### src/rtl/axis_bram_pkg.sv
// axis_bram_pkg: shared FSM state type and BRAM address-width helper for the stream/BRAM blocks
package axis_bram_pkg;

    typedef enum logic [1:0] {IDLE, READ, DRAIN} state_t;

    function automatic int addr_width(input int n);
        return (n > 2) ? $clog2(n) : 1;
    endfunction

endpackage

### src/rtl/axis_skid_buf_2.sv
// axis_skid_buf_2: 2-entry FIFO; slot0 is always the head, simultaneous push/pop keeps order
module axis_skid_buf_2 #(
    parameter int DATA_WIDTH = 32
) (
    input  logic                  clk,
    input  logic                  rst,
    input  logic                  push,
    input  logic [DATA_WIDTH-1:0] din,
    input  logic                  pop,
    output logic [DATA_WIDTH-1:0] dout,
    output logic                  full,
    output logic                  empty,
    output logic [1:0]            count
);

    logic [DATA_WIDTH-1:0] slot0, slot1;
    logic do_push, do_pop;

    assign empty   = count == 2'd0;
    assign full    = count == 2'd2;
    assign do_pop  = pop && !empty;
    assign do_push = push && (!full || do_pop);
    assign dout    = slot0;

    // occupancy and slot shifting; slot1 moves to the head when the head is popped
    always_ff @(posedge clk) begin
        if (rst) begin
            count <= 2'd0;
            slot0 <= '0;
            slot1 <= '0;
        end else begin
            count <= count + {1'b0, do_push} - {1'b0, do_pop};
            if (do_push && (empty || (count == 2'd1 && do_pop)))
                slot0 <= din;
            else if (do_pop && full)
                slot0 <= slot1;
            if (do_push && ((count == 2'd1 && !do_pop) || (full && do_pop)))
                slot1 <= din;
        end
    end

endmodule

### src/rtl/axi4_stream_master_bram.sv
// axi4_stream_master_bram: streams DATA_NUM BRAM words as one AXI4-Stream packet; optional out_done via AXIS_MST_BRAM_DONE_EN
module axi4_stream_master_bram import axis_bram_pkg::*; #(
    parameter int DATA_NUM = 11,
    parameter int DATA_WIDTH = 32,
    localparam int ADDR_WIDTH = addr_width(DATA_NUM)
) (
    input  logic                    aclk,
    input  logic                    areset,
    input  logic                    in_start,
    output logic                    out_busy,
    output logic                    out_m_tvalid,
    input  logic                    in_m_tready,
    output logic [DATA_WIDTH-1:0]   out_m_tdata,
    output logic [DATA_WIDTH/8-1:0] out_m_tkeep,
    output logic                    out_m_tlast,
    output logic [ADDR_WIDTH-1:0]   out_A,
    output logic                    out_EN,
    output logic [DATA_WIDTH/8-1:0] out_WE,
    input  logic [DATA_WIDTH-1:0]   in_Do
`ifdef AXIS_MST_BRAM_DONE_EN
    ,
    output logic                    out_done
`endif
);

    localparam logic [ADDR_WIDTH-1:0] LAST = ADDR_WIDTH'(DATA_NUM - 1);

    state_t state, state_nx;
    logic [ADDR_WIDTH-1:0] rd_cnt, beat_cnt;
    logic rd_pend, issue, hs, full, empty;
    logic [1:0] count;

    axis_skid_buf_2 #(.DATA_WIDTH(DATA_WIDTH)) u_skid (
        .clk  (aclk),
        .rst  (areset),
        .push (rd_pend),
        .din  (in_Do),
        .pop  (hs),
        .dout (out_m_tdata),
        .full (full),
        .empty(empty),
        .count(count)
    );

    assign out_m_tvalid = !empty;
    assign hs           = out_m_tvalid && in_m_tready;
    assign out_m_tlast  = out_m_tvalid && beat_cnt == LAST;
    assign out_m_tkeep  = {(DATA_WIDTH/8){out_m_tvalid}};
    assign out_busy     = state != IDLE;
    assign out_EN       = issue;
    assign out_A        = issue ? rd_cnt : '0;
    assign out_WE       = '0;

    // state register
    always_ff @(posedge aclk) begin
        if (areset) state <= IDLE;
        else        state <= state_nx;
    end

    // next state and read issue; a read may replace a beat leaving this cycle so a 1-entry
    // buffer with one read in flight keeps streaming without bubbles
    always_comb begin
        state_nx = state;
        issue    = 1'b0;
        case (state)
            IDLE:  if (in_start) state_nx = READ;
            READ: begin
                issue = !full && (empty || !rd_pend || hs);
                if (issue && rd_cnt == LAST) state_nx = DRAIN;
            end
            DRAIN: if (hs && out_m_tlast) state_nx = IDLE;
            default: state_nx = IDLE;
        endcase
    end

    // read/beat counters and in-flight flag; counters clear on return to IDLE
    always_ff @(posedge aclk) begin
        if (areset) begin
            rd_cnt   <= '0;
            beat_cnt <= '0;
            rd_pend  <= 1'b0;
        end else begin
            rd_pend <= issue;
            if (state_nx == IDLE) begin
                rd_cnt   <= '0;
                beat_cnt <= '0;
            end else begin
                if (issue) rd_cnt <= rd_cnt + ADDR_WIDTH'(1);
                if (hs)    beat_cnt <= beat_cnt + ADDR_WIDTH'(1);
            end
        end
    end

`ifdef AXIS_MST_BRAM_DONE_EN
    // one-cycle completion pulse after the tlast handshake
    always_ff @(posedge aclk) begin
        if (areset) out_done <= 1'b0;
        else        out_done <= hs && out_m_tlast;
    end
`endif

endmodule

### config.mk
export PLATFORM = sky130hd
export DESIGN_NAME = axi4_stream_master_bram
export DESIGN_NICKNAME = d
export VERILOG_FILES = /design/src/rtl/axis_bram_pkg.sv /design/src/rtl/axis_skid_buf_2.sv /design/src/rtl/axi4_stream_master_bram.sv
export SDC_FILE = /design/constraint.sdc
export NUM_CORES = 1
export LEC_CHECK = 0
export ABC_AREA = 1
export CORE_MARGIN = 2
export CORE_UTILIZATION = 45
export CTS_CLUSTER_DIAMETER = 80
export DETAILED_ROUTE_END_ITERATION = 10
export PLACE_DENSITY = 0.77
export REMOVE_ABC_BUFFERS = 1
export SYNTH_ARGS = -nofsm -noshare
export SYNTH_HDL_FRONTEND = slang
export SYNTH_SLANG_ARGS = --single-unit
### constraint.sdc
create_clock -name aclk -period 1.6 [get_ports aclk]
set_input_delay 0.32 -clock aclk [delete_from_list [all_inputs] [get_ports aclk]]
set_output_delay 0.32 -clock aclk [all_outputs]
set_load 0.02 [all_outputs]
==> results by group, run 1 <==
Setup path
  • Delay of the slowest cell on the worst path: 0.37 ns
  • Data required time at the worst endpoint: 1.28 ns
  • Arr. time, crit path: 1.29 ns
  • Worst-path cell chain: buf_6 > nor2_4 > buf_4 > inv_1 > buf_2
  • Critical Path End Type: output port
  • Largest delay contributor family on the critical path: buffers and inverters
  • Max FO, Critical Path: 5
  • CP bufs+invs: 4
  • WS Path Type: reg -> out
  • Slowest CP cell: dfxtp_4
  • CP startpoint kind: flip-flop

Power and ir drop
  • Static leakage: 2.333 nW
  • Power share of the clock group: 0.305
  • Combinational group share of total power: 0.320
  • Net switching power: 0.001898 W
  • Sequential power share: 0.375
  • Peak VDD IR: 0.7563 mV
  • Int Power: 0.003917 W
  • Net Sw Frac: 0.3264
  • Pwr Total: 0.005815 W
  • P per Cell Area: 1217 mW/mm2

Global route
  • Vias in the first global route: 3,287
  • GR peak layer: met2
  • Initial antenna violation count: 0
  • Grt met1 use: 0.2513
  • Global-route wire length before repair: 14.50 mm
  • GRT Util Overall: 0.2108
  • Met2 Use GR: 0.3554
  • Largest net degree at the start of global routing: 42
  • Met3 Use GR: 0.05012
  • Congestion Overflow GR: 0

Drt
  • WL per Instance: 12.59 um
  • Pre-antenna DRT Iters: 5
  • Post-route ant nets: 0
  • DRC Markers: 0
  • DRT Wirelength: 8.751 mm
  • Via count: 3,531
  • DRT iter0 DRCs: 275
  • Vias/cell: 5.081

STA
  • Hold WS: 0.4509 ns
  • Unrepaired setup endpoints after global routing: true
  • Fmax: 0.6194 GHz
  • TNS Setup: -0.08472 ns
  • Hold Violations, Final: 0
  • Slew Limit Fails: 0
  • Skew final: 0.008516 ns
  • Final worst-path cycle share: 1.009
  • Final setup vio count: 7
  • Final worst slack: -0.01446 ns
  • Period minus WS final: 1.614 ns

Synth
  • Top FF cell, synth: dfxtp_1
  • Cells after Synth: 495
  • EDFF count, synth: 0
  • Sequential share of the synthesized area: 0.4462
  • Netlist Area Pre-Place: 0.003455 mm2
  • Syn. warnings: 0
  • Cell variety after synth: 23
  • Yosys reg bits: 77
  • Async set or reset register ratio after synthesis: 0
  • Mean post-synth cell area: 6.979 um2

Floorplanning
  • Chip Height: 91.62 um
  • Die ar.: 0.008393 mm2
  • Num rows: 31
  • Core area: 0.007331 mm2
  • Die width: 91.62 um
  • Ports: 84
  • Starting Density: 0.4712

CTS
  • Clock Sinks: 77
  • Cts bufs inserted: 9
  • Clk root buf: clkbuf_8
  • Clk slew on worst S/H paths: 0.08 ns
  • CTS tree: yes
  • Later-pin clock latency in the skew report: 0.35 ns
  • Hold_buf cts: 0
  • Clock buffer depth: 2
  • CTS H-tree lvls: 3

Placement
  • Detailed Place HPWL: 5.684 mm
  • GPL Wtd Cong: 0.8523
  • IO buf count: 79
  • Inst Count DP: 673

Layout
  • Most common cell after layout, fill and taps aside: nand2_1
  • Most frequent cells in the layout: nand2_1, dfxtp_1, inv_1
  • Final std cells w/o fill: 695
  • Final #Nets: 633
  • Layout cell share with drive strength beyond 1: 0.1493
  • Fillers: 600
  • Area growth from synthesis to layout: 38.36%
  • Antenna diodes: 0
  • Area of the multi-input gates: 0.001535 mm2
  • Seq. cell area: 0.001549 mm2
  • Post-Route Utilization: 0.6520

Min path
  • Hold Path Class: reg -> reg

Status
  • Failing checks: setup timing
  • Status: finished with violations

Run
  • MaxCap Viol Count: 0
[state kept, by name, summed over array words and instances, names as in the netlist]
register      count
u_skid.dout      32
rd_cnt            4
beat_cnt          4
state             2
u_skid.count      2
u_skid.slot1     32
rd_pend           1
[cell usage after synthesis (6+ instances only)]
master | count | share of area
buf_2 | 15 | 0.022
nor2_1 | 12 | 0.013
clkbuf_1 | 11 | 0.012
a21oi_1 | 42 | 0.061
nand2_1 | 130 | 0.14
dfxtp_1 | 77 | 0.45
buf_4 | 8 | 0.017
inv_1 | 68 | 0.074
o21ai_0 | 42 | 0.061
nand3_1 | 62 | 0.090
ha_1 | 6 | 0.022
[path summary, 6_finish.rpt]
| path | slack (ns) | startpoint | endpoint | cells after the start |
|---|---|---|---|---|
| setup / recovery | -0.01 | u_skid.count[0] | out_m_tkeep[0] | 5 |
| hold / removal | 0.45 | u_skid.slot1[9] | u_skid.slot1[9] | 2 |
| setup reg to reg | 0 | u_skid.count[0] | u_skid.count[1] | 9 |
| hold reg to reg | 0.45 | u_skid.slot1[9] | u_skid.slot1[9] | 2 |
[final cells by class]
type | instances | area share
Clock buffer | 12 | 0.03037
Timing Repair Buffer | 118 | 0.2230
Inverter | 70 | 0.05550
Multi-Input combinational cell | 315 | 0.3212
Clock inverter | 4 | 0.01990
Tap cell | 99 | 0.02592
Sequential cell | 77 | 0.3241
[power groups by stage]
stage | logic (W) | registers (W) | clock network, W
after floorplan | 0.000778 | 0.00234 | 0
after global placement | 0.00180 | 0.00220 | 0
after detailed placement | 0.00184 | 0.00220 | 0
after CTS | 0.00179 | 0.00217 | 0.00179
after global routing | 0.00203 | 0.00220 | 0.00188
final | 0.00186 | 0.00218 | 0.00177
[per-stage QoR]
stage,area [um2],worst slack (ns)
4_1_cts,4722,-0.03332
3_3_place_gp,4482,-0.6875
6_report,4780,-0.01446
2_1_floorplan,3282,-0.6513
5_1_grt,4780,-0.07662
3_5_place_dp,4482,-0.7599
[cell families after synthesis]
logic type,Yosys count,synth area share
adders and majority gates,6,0.02173
buffers and inverters,106,0.1293
other,1,0.001086
and+or+nand+nor,210,0.2561
AOI/OAI and AO/OA,89,0.1304
DFF,77,0.4462
xor gates and xnor gates,6,0.01521
[worst register-to-register path, cell delays in order (launching register included)]
cell     delay, ns
dfxtp_4       0.37
buf_6         0.12
nor2_4        0.11
nor2_2        0.06
ha_1          0.27
inv_1         0.06
ha_2          0.19
xor2_2        0.16
o21ai_1       0.07
a21oi_1       0.12
[what timing repair did]
| action | in CTS | in global routing |
|---|---|---|
| gates resized for setup | 100 | 18 |
| pin swaps | 5 | 6 |
| setup buffers | 5 | 1 |
| endpoints found under the setup margin | 45 | 31 |
[routing by layer]
layer | vias to the layer above | part of all wire
met5 | - | 0
met4 | 0 | 0.024
met3 | 18 | 0.070
met2 | 131 | 0.49
met1 | 1638 | 0.42
li1 | 1744 | -
Note: power is estimated with default switching activity, not from simulation.
==> inputs of run 2 (changes only) <==
--- a/config.mk
+++ b/config.mk
@@ -6,6 +6,7 @@
 export NUM_CORES = 1
 export LEC_CHECK = 0
 export ABC_AREA = 1
+export ABC_CLOCK_PERIOD_IN_PS = 1600
 export CORE_MARGIN = 2
 export CORE_UTILIZATION = 45
 export CTS_CLUSTER_DIAMETER = 80
==> results of run 2 <==
Final layout, timing and power as in run 1 (identical DEF).
==> inputs of run 3 (changes only) <==
--- a/config.mk
+++ b/config.mk
@@ -7,10 +7,12 @@
 export LEC_CHECK = 0
 export ABC_AREA = 1
 export ABC_CLOCK_PERIOD_IN_PS = 1600
+export CAP_MARGIN = 20
 export CORE_MARGIN = 2
 export CORE_UTILIZATION = 45
 export CTS_CLUSTER_DIAMETER = 80
 export DETAILED_ROUTE_END_ITERATION = 10
+export MAX_ROUTING_LAYER = met4
 export PLACE_DENSITY = 0.77
 export REMOVE_ABC_BUFFERS = 1
 export SYNTH_ARGS = -nofsm -noshare
==> results by group, run 3 (synthesis gave the netlist of run 1 again) <==
Status
  • Status: finished with violations
  • Failing checks: setup timing

CTS
  • Cts bufs inserted: 9 (unchanged)
  • CTS H-tree lvls: 3 (unchanged)
  • CTS tree: yes
  • Clk slew on worst S/H paths: 0.07 ns (about the same)
  • Clock Sinks: 77 (unchanged)
  • Clock buffer depth: 2 (unchanged)
  • Clk root buf: clkbuf_8
  • Later-pin clock latency in the skew report: 0.35 ns (about the same)

Layout
  • Post-Route Utilization: 0.6520 (unchanged)
  • Most common cell after layout, fill and taps aside: nand2_1
  • Layout cell share with drive strength beyond 1: 0.1493 (unchanged)
  • Final #Nets: 633 (unchanged)
  • Most frequent cells in the layout: nand2_1, dfxtp_1, inv_1
  • Area growth from synthesis to layout: 38.36% (unchanged)
  • Antenna diodes: 0 (unchanged)

Placement
  • Detailed Place HPWL: 5.684 mm (unchanged)
  • GPL Wtd Cong: 0.8659 (+1.6%)
  • IO buf count: 79 (unchanged)

Global route
  • Vias in the first global route: 3,287 (unchanged)
  • GRT Util Overall: 0.2167 (+0.005902)
  • Initial antenna violation count: 0 (unchanged)
  • Largest net degree at the start of global routing: 42 (unchanged)
  • Congestion Overflow GR: 0 (unchanged)
  • Global-route wire length before repair: 14.49 mm (about the same)

Power and ir drop
  • P per Cell Area: 1216 mW/mm2 (about the same)
  • Pwr Total: 0.005812 W (about the same)
  • Peak VDD IR: 0.7586 mV (+0.31%)
  • Combinational group share of total power: 0.320 (about the same)
  • Net switching power: 0.001895 W (-0.15%)
  • Sequential power share: 0.376 (about the same)
  • Power share of the clock group: 0.305 (about the same)
  • Net Sw Frac: 0.3261 (-0.0003483)
  • Static leakage: 2.333 nW (unchanged)
  • Int Power: 0.003917 W (about the same)

STA
  • TNS Setup: -0.1186 ns (-0.03389 ns)
  • Period minus WS final: 1.619 ns (+0.004198 ns)
  • Skew final: 0.008934 ns (+0.0004176 ns)
  • Final setup vio count: 7 (unchanged)
  • Fmax: 0.6178 GHz (-0.26%)
  • Hold Violations, Final: 0 (unchanged)
  • Unrepaired setup endpoints after global routing: true
  • Slew Limit Fails: 0 (unchanged)
  • Final worst slack: -0.01866 ns (-0.004198 ns)
  • Final worst-path cycle share: 1.012 (+0.002624)

Floorplanning
  • Num rows: 31 (unchanged)
  • Chip Height: 91.62 um (unchanged)
  • Core area: 0.007331 mm2 (unchanged)
  • Die width: 91.62 um (unchanged)
  • Ports: 84 (unchanged)
  • Starting Density: 0.4712 (unchanged)
  • Die ar.: 0.008393 mm2 (unchanged)

Setup path
  • Data required time at the worst endpoint: 1.28 ns (about the same)
  • Arr. time, crit path: 1.30 ns (about the same)
  • CP startpoint kind: flip-flop
  • Critical Path End Type: output port
  • WS Path Type: reg -> out
  • Max FO, Critical Path: 5 (unchanged)

Drt
  • DRT Wirelength: 8.695 mm (-0.64%)
  • Via count: 3,514 (-0.48%)
  • WL per Instance: 12.51 um (-0.64%)
  • DRC Markers: 0 (unchanged)
  • Vias/cell: 5.056 (-0.48%)
  • Post-route ant nets: 0 (unchanged)
  • Pre-antenna DRT Iters: 5 (unchanged)
  • DRT iter0 DRCs: 257 (-6.5%)

Run
  • MaxCap Viol Count: 0 (unchanged)

Min path
  • Hold Path Class: reg -> reg
==> run 3: cell counts in the layout (fill, tap and decap cells not counted) <==
No cell type changed its count.
==> run 3: area by class of cell <==
cell class                      count  area, um2
Clock inverter                      4      95.09
Clock buffer                       12      145.1
Multi-Input combinational cell    315       1535
Inverter                           70      265.3
Tap cell                           99      123.9
Sequential cell                    77       1549
Fill cell                         600       2551
Timing Repair Buffer              118       1066
==> run 3: path summary, 6_finish.rpt <==
| path | startpoint | depth (start not counted) | slack [ns] | to |
|---|---|---|---|---|
| setup / recovery | u_skid.count[0] | 5 | -0.02 | out_m_tkeep[0] |
| hold / removal | u_skid.slot1[9] | 2 | 0.45 | u_skid.slot1[9] |
| hold reg to reg | u_skid.slot1[9] | 2 | 0.45 | u_skid.slot1[9] |
| setup reg to reg | u_skid.count[0] | 9 | -0.01 | u_skid.count[1] |
==> run 3: worst max-delay path: stages, from the launching register on <==
cell,delay [ns]
dfxtp_4,0.37
buf_6,0.12
nor2_4,0.11
buf_4,0.13
inv_1,0.06
buf_2,0.16
==> run 3: power groups by stage <==
| stage | Combinational, W | Clock, W | Sequential, W |
|---|---|---|---|
| floorplan | 0.000778 | 0 | 0.00234 |
| global route | 0.00203 | 0.00188 | 0.00220 |
| finish | 0.00186 | 0.00177 | 0.00218 |
| global placement | 0.00180 | 0 | 0.00220 |
| detailed placement | 0.00184 | 0 | 0.00220 |
| CTS | 0.00179 | 0.00179 | 0.00217 |
==> run 3: layer usage <==
layer,up-vias,share of wire,wire [um],GRT usage
met3,18,0.060,523,0.04848
li1,1748,-,-,-
met5,-,0,0,-
met1,1619,0.43,3696,0.2523
met2,129,0.49,4259,0.3554
met4,0,0.025,216,0.1023
==> run 3: stage by stage <==
| stage | setup slack [ns] | cell area, um2 | hold WS (ns) | std cells |
|---|---|---|---|---|
| 2_1_floorplan | -0.6513 | 3282 | 0.3891 | 462 |
| 3_3_place_gp | -0.6875 | 4482 | 0.4326 | 673 |
| 3_5_place_dp | -0.7599 | 4482 | 0.4403 | 673 |
| 4_1_cts | -0.03332 | 4722 | 0.4508 | 694 |
| 5_1_grt | -0.07662 | 4780 | 0.4664 | 695 |
| 6_report | -0.01866 | 4780 | 0.4507 | 695 |
==> run 3: timing repair <==
item | 4_1_cts | 5_1_grt
pin swaps | 5 | 6
setup buffers | 5 | 1
setup endpoints to repair | 45 | 31
gates resized for setup | 100 | 18
hold buffers | 0 | 0
